## config.mk

```make
export PLATFORM = sky130hd
export DESIGN_NAME = seq_alu
export DESIGN_NICKNAME = d
export VERILOG_FILES = /design/src/rtl/alu_pkg.sv /design/src/rtl/shift_add_mul.sv /design/src/rtl/seq_alu.sv
export SDC_FILE = /design/constraint.sdc
export NUM_CORES = 1
export LEC_CHECK = 0
export BUFFER_PORTS_ARGS = -buffer_cell sky130_fd_sc_hd__buf_4
export CORE_MARGIN = 2
export CORE_UTILIZATION = 58
export DETAILED_ROUTE_END_ITERATION = 7
export GPL_TIMING_DRIVEN = 0
export PLACE_DENSITY = 0.77
export REMOVE_ABC_BUFFERS = 1
export SLEW_MARGIN = 20
export SYNTH_ARGS = -nofsm -noshare
export SYNTH_HDL_FRONTEND = slang
export SYNTH_SLANG_ARGS = --single-unit
```

## constraint.sdc

```tcl
create_clock -name clk -period 5 [get_ports clk]
set_clock_uncertainty 0.1 [all_clocks]
set_input_delay 0.5 -clock clk [delete_from_list [all_inputs] [get_ports clk]]
set_output_delay 0.5 -clock clk [all_outputs]
set_load 0.02 [all_outputs]
```

## src/rtl/alu_pkg.sv

```systemverilog
// Shared types and defaults for the sequential ALU and its shift-add multiplier.
package alu_pkg;

    localparam int ALU_N       = 8;
    localparam int ALU_OP_SIZE = 2;

    typedef enum logic [1:0] {
        OP_ADD  = 2'd0,
        OP_SUB  = 2'd1,
        OP_MUL  = 2'd2,
        OP_PASS = 2'd3
    } alu_op_t;

    typedef enum logic [1:0] {
        S_IDLE = 2'd0,
        S_MUL  = 2'd1,
        S_DONE = 2'd2
    } alu_state_t;

endpackage

```

## src/rtl/shift_add_mul.sv

```systemverilog
// Signed radix-2 shift-add multiplier: one add/subtract per cycle for N cycles,
// exposing the upper half of the 2N-bit product alongside the done flag.
module shift_add_mul
    import alu_pkg::*;
#(
    parameter int N = ALU_N
) (
    input  logic         clk,
    input  logic         nReset,
    input  logic         load,
    input  logic [N-1:0] a,
    input  logic [N-1:0] b,
    output logic         done,
    output logic [N-1:0] prod_hi
);

    localparam int CW = (N > 1) ? $clog2(N) : 1;

    logic [N:0]    acc;
    logic [N-1:0]  mplr;
    logic [N-1:0]  mcand;
    logic [CW-1:0] cnt;
    logic          run;

    logic          sub;
    logic [N:0]    addend;
    logic [N:0]    sum;

    // The final step weighs the multiplier's sign bit, so it subtracts instead
    // of adding; the subtract reuses the same adder via invert plus carry-in.
    always_comb begin
        sub    = mplr[0] && (cnt == '0);
        addend = mplr[0] ? {mcand[N-1], mcand} : '0;
        sum    = acc + (addend ^ {(N+1){sub}}) + {{N{1'b0}}, sub};
    end

    assign done    = run && (cnt == '0);
    assign prod_hi = sum[N:1];

    always_ff @(posedge clk or negedge nReset) begin
        if (!nReset) begin
            acc   <= '0;
            mplr  <= '0;
            mcand <= '0;
            cnt   <= '0;
            run   <= 1'b0;
        end else if (load) begin
            acc   <= '0;
            mplr  <= b;
            mcand <= a;
            cnt   <= CW'(N - 1);
            run   <= 1'b1;
        end else if (run) begin
            acc  <= {sum[N], sum[N:1]};
            mplr <= mplr >> 1;
            if (cnt == '0) begin
                run <= 1'b0;
            end else begin
                cnt <= cnt - 1'b1;
            end
        end
    end

endmodule

```

## src/rtl/seq_alu.sv

```systemverilog
// Sequential ALU: single-cycle ADD/SUB/PASS, N-cycle signed MUL (upper half),
// registered result with a one-cycle write strobe toward the register file.
//
// state  | meaning
// -------+-----------------------------------------------------------
// IDLE   | accepts start; ADD/SUB/PASS complete here in one edge
// MUL    | shift-add multiplier iterating, start ignored
// DONE   | product written (writeEnable high), start ignored
module seq_alu
    import alu_pkg::*;
#(
    parameter int N       = ALU_N,
    parameter int OP_SIZE = ALU_OP_SIZE
) (
    input  logic               clk,
    input  logic               nReset,
    input  logic               start,
    input  logic [OP_SIZE-1:0] op,
    input  logic [N-1:0]       aIn,
    input  logic [N-1:0]       bIn,
    output logic [N-1:0]       result,
    output logic               writeEnable,
    output logic               busy,
    output logic               zero
);

    alu_state_t   state;
    alu_state_t   state_nxt;
    logic         mul_load;
    logic         mul_done;
    logic [N-1:0] mul_prod;
    logic         res_load;
    logic [N-1:0] res_nxt;

    // Anything that is not ADD/SUB decodes as PASS, including codes above 3.
    function automatic logic [N-1:0] alu_1c(input logic [OP_SIZE-1:0] code,
                                            input logic [N-1:0] a,
                                            input logic [N-1:0] b);
        if (code == OP_SIZE'(OP_ADD)) begin
            return a + b;
        end else if (code == OP_SIZE'(OP_SUB)) begin
            return a - b;
        end else begin
            return a;
        end
    endfunction

    shift_add_mul #(.N(N)) u_mul (
        .clk     (clk),
        .nReset  (nReset),
        .load    (mul_load),
        .a       (aIn),
        .b       (bIn),
        .done    (mul_done),
        .prod_hi (mul_prod)
    );

    always_comb begin
        state_nxt = state;
        mul_load  = 1'b0;
        res_load  = 1'b0;
        res_nxt   = result;
        case (state)
            S_IDLE: begin
                if (start) begin
                    if (op == OP_SIZE'(OP_MUL)) begin
                        mul_load  = 1'b1;
                        state_nxt = S_MUL;
                    end else begin
                        res_load = 1'b1;
                        res_nxt  = alu_1c(op, aIn, bIn);
                    end
                end
            end
            S_MUL: begin
                if (mul_done) begin
                    res_load  = 1'b1;
                    res_nxt   = mul_prod;
                    state_nxt = S_DONE;
                end
            end
            S_DONE: begin
                state_nxt = S_IDLE;
            end
            default: begin
                state_nxt = S_IDLE;
            end
        endcase
    end

    always_ff @(posedge clk or negedge nReset) begin
        if (!nReset) begin
            state       <= S_IDLE;
            result      <= '0;
            zero        <= 1'b0;
            writeEnable <= 1'b0;
        end else begin
            state       <= state_nxt;
            writeEnable <= res_load;
            if (res_load) begin
                result <= res_nxt;
                zero   <= (res_nxt == '0);
            end
        end
    end

    assign busy = (state != S_IDLE);

endmodule

```

==> Implementation_results.wiki <==
{| class="wikitable"
! Metric !! Value
|-
| FF+latch area || 1000 um2
|-
| Most used cells in the layout excluding fill and tap cells || nand2_1, dfrtp_1, buf_4
|-
| LEAKAGE || 1.65 nW
|-
| Initial DRC Count || 172
|-
| Sequential element share of the synthesized area || 0.339
|-
| Final global-route overflow total || 0
|-
| R2R Setup Slk || 0.96 ns
|-
| Maximum frequency from static timing analysis || 248 MHz
|-
| Worst endpoint required time || 5.11 ns
|-
| Proportion of register bits with asynchronous set or reset after synthesis || 1.00
|-
| Number of buffers inserted during clock tree synthesis || 5
|-
| Register share of total power || 0.353
|-
| Net switching power of the design || 717 uW
|-
| Remaining number of nets flagged by the antenna check after routing || 0
|-
| Max H-tree Level || 2
|-
| Aggregate global-route resource usage || 0.256
|-
| Initial antenna violation count || 0
|-
| Max Buffers Root-to-Sink || 2
|-
| Clk pwr share || 0.162
|-
| Floorplan die height || 75.4 um
|-
| Mean routed wirelength per cell || 15.1 um
|-
| Internal power consumption || 1.02 mW
|-
| Minimum setup slack in the final design || 0.963 ns
|-
| Switching Share || 0.412
|-
| Most common cell after layout, fill and taps aside || nand2_1
|-
| Post-synthesis instance total || 345
|-
| Routed via count divided by cell count || 5.72
|-
| Kind of start point of the critical path || register
|-
| Count of port buffers added during placement || 31
|-
| Post-route standard cell area excluding fillers || 3340 um2
|-
| Cells resized by post-CTS repair || 0
|-
| Flip-flop and latch count after synthesis || 40
|-
| Total setup buffers inserted after CTS || 0
|-
| Register-to-Register Path Depth || 14
|-
| Area of the die || 5680 um2
|-
| Number of clock sinks || 40
|-
| Number of hold buffers added after CTS || 0
|-
| Max-slew violation count || 0
|-
| Share of final-layout standard cells stronger than drive strength 1 || 0.127
|-
| Clock tree from TritonCTS || built
|-
| Maximum number of pins on one net before global-route repair || 41
|-
| Reg-to-reg endpoint || zero
|-
| Setup tns final || 0 ns
|-
| Placement-stage cell area || 3220 um2
|-
| DIE WIDTH || 75.4 um
|-
| Register clock-pin slew on the reported worst setup and hold paths || 0.08 ns
|-
| Crit path capture type || register
|-
| Core footprint || 4820 um2
|-
| Share of power burned in combinational logic || 0.486
|-
| Clock latency on the worst-skew pair || 0.29 ns
|-
| Number of detailed-route iterations in the first pass || 5
|-
| Final #Nets || 416
|-
| Final Hold Vio Count || 0
|-
| Area grow syn2layout || 13.2%
|-
| Count of warnings emitted by yosys || 0
|-
| Setup Slack @ Placement || 0.995 ns
|-
| Transition time at the pin with the least slew margin || 1.03 ns
|-
| Slowest cell on crit path || nor2b_2
|-
| Part of the cycle the worst path needs || 0.807
|-
| Worst Path Class, Setup || register to register
|-
| Arrival time at the worst endpoint || 4.15 ns
|-
| Startpoint of the most critical register-to-register path || u_mul.cnt[0]
|-
| HPWL reported at the end of detailed placement || 5.01 mm
|-
| Run status || finished, final reports clean
|-
| Clk root buf || clkbuf_8
|-
| Cell row count || 25
|-
| Post-Synthesis Mean Instance Area || 8.56 um2
|-
| Setup repair after global routing missed its margin || false
|-
| IR Drop Worst-Case VDD || 0.000387 V
|-
| Fillcell total || 418
|-
| Final non-filler cell total || 437
|-
| Vias in the first global route || 2,356
|-
| Cell type with the highest occurrence count on the critical path || a41o_1
|-
| Largest driver fanout on the critical path || 14
|-
| Dominant synthesized flop cell || dfrtp_1
|-
| Max-cap violations || 0
|-
| Delay of the slowest cell on the worst path || 0.58 ns
|-
| First-pass GRT wire length || 11.0 mm
|-
| Distinct cell type count of the synthesized netlist || 51
|-
| Detailed-route DRC error count || 0
|-
| Total wire length after detailed routing || 6.59 mm
|-
| Power density over the cells || 520 nW/um2
|-
| Synthesized area || 2950 um2
|-
| Setup Viol. Count Final || 0
|-
| Count of pins on the block boundary || 32
|-
| Cells along the critical path || inv_1 -> ha_1 -> nor2b_2 -> xor2_1 -> and2_1 -> ha_1 -> a41o_1 -> a41o_1 -> a41o_1 -> nor2_2 -> xnor2_1 -> a221o_1 -> or4_4 -> o31ai_2
|-
| Crit path time final || 4.04 ns
|-
| Final Wtd Congestion || 0.954
|-
| HP Class || primary input to asynchronous set/reset pin
|-
| Total number of vias || 2,498
|-
| # diodes || 0
|-
| Starting density of the core || 0.613
|-
| Area of the multi-input gates || 1790 um2
|-
| Worst slew margin relative to its limit || 0.311
|-
| Number of flops mapped to enable cells by yosys || 0
|-
| Post-placement cell count || 429
|}
## cell usage after synthesis, types with 2 or more instances
| cell type | instances | share of area |
|---|---|---|
| a41o_1 | 3 | 0.010 |
| a211oi_1 | 2 | 0.0051 |
| o21bai_1 | 4 | 0.010 |
| nor2_1 | 14 | 0.018 |
| o21a_1 | 2 | 0.0051 |
| o22ai_1 | 2 | 0.0042 |
| nand3_1 | 8 | 0.014 |
| a21o_1 | 5 | 0.013 |
| mux2_2 | 2 | 0.0076 |
| nand2_1 | 54 | 0.069 |
| mux2i_1 | 16 | 0.054 |
| ha_1 | 23 | 0.097 |
| buf_1 | 2 | 0.0025 |
| o31ai_1 | 3 | 0.0076 |
| o211ai_1 | 5 | 0.013 |
| o21ai_0 | 22 | 0.037 |
| inv_1 | 28 | 0.036 |
| nor2b_1 | 5 | 0.011 |
| a22oi_1 | 2 | 0.0051 |
| nand2b_1 | 7 | 0.015 |
| nand4_1 | 3 | 0.0064 |
| xnor2_1 | 7 | 0.021 |
| and2_1 | 7 | 0.015 |
| nor3_1 | 8 | 0.014 |
| clkbuf_1 | 12 | 0.015 |
| nor4_1 | 2 | 0.0042 |
| dfrtp_1 | 40 | 0.34 |
| or3_1 | 5 | 0.011 |
| a21oi_1 | 16 | 0.027 |
| xor2_1 | 12 | 0.036 |
| o221ai_1 | 2 | 0.0059 |
| fa_1 | 3 | 0.020 |
## sequential cells by signal (all words and copies together) (netlist names)
| name | cells |
|---|---|
| result | 8 |
| u_mul.mcand | 8 |
| writeEnable | 1 |
| u_mul.mplr | 8 |
| u_mul.acc | 8 |
| u_mul.run | 1 |
| state | 2 |
| zero | 1 |
| u_mul.cnt | 3 |
## how the worst max path moves through the flow
stage	startpoint	endpoint	slack, ns	cells past startpoint
after floorplan	u_mul.cnt[0]	zero	1.09	14
after global placement	u_mul.cnt[0]	zero	0.64	14
after detailed placement	u_mul.cnt[0]	zero	1.0	14
after CTS	u_mul.cnt[0]	zero	0.96	14
after global routing	u_mul.cnt[0]	zero	0.76	14
final	u_mul.cnt[0]	zero	0.96	14
## cell families after synthesis
| logic type | synth area share |
|---|---|
| xor+xnor | 0.0564 |
| buf+inv | 0.0547 |
| mux | 0.0619 |
| fa+ha+maj | 0.118 |
| compound gates | 0.179 |
| simple gates | 0.191 |
| flops | 0.339 |
## final cells by class
| cell class | instances | share of cell area |
|---|---|---|
| tap | 67 | 0.0251 |
| multi-input combinational | 262 | 0.537 |
| clock buffer | 6 | 0.0247 |
| timing repair buffer | 31 | 0.0696 |
| sequential | 40 | 0.300 |
| inverter | 29 | 0.0326 |
| clock inverter | 2 | 0.0116 |
## power groups by stage
stage / registers (mW) / logic, mW / clock network [mW]
2_1_floorplan: 0.624 / 0.583 / 0
5_1_grt: 0.635 / 0.946 / 0.300
3_3_place_gp: 0.617 / 0.820 / 0
4_1_cts: 0.614 / 0.848 / 0.288
6_report: 0.613 / 0.844 / 0.281
3_5_place_dp: 0.620 / 0.844 / 0
## critical path, delay by kind of cell, from the launching register on
family / cells / cell delay, ns
adder cells (fa/ha/maj): 2 / 0.45
XOR/XNOR: 2 / 0.22
AND/OR/NAND/NOR: 4 / 1.44
flip-flops: 1 / 0.37
buffers and inverters: 1 / 0.11
AO/OA/AOI/OAI: 5 / 1.26
## routing by layer
layer,part of all wire,GRT usage,wire length [um]
met1,0.47,0.361,3070
met2,0.47,0.409,3120
met3,0.043,0.0410,282
met4,0.016,0.0721,108
met5,0,0,0
## through the flow
step	utilization	power (mW)	hold WS, ns
after floorplan	-	1.21	0.104
after global placement	0.668	1.44	0.363
after detailed placement	0.668	1.46	0.367
after CTS	0.694	1.75	0.102
after global routing	0.694	1.88	0.109
final	0.694	1.74	0.0731
(Power assumes the default switching activity.)
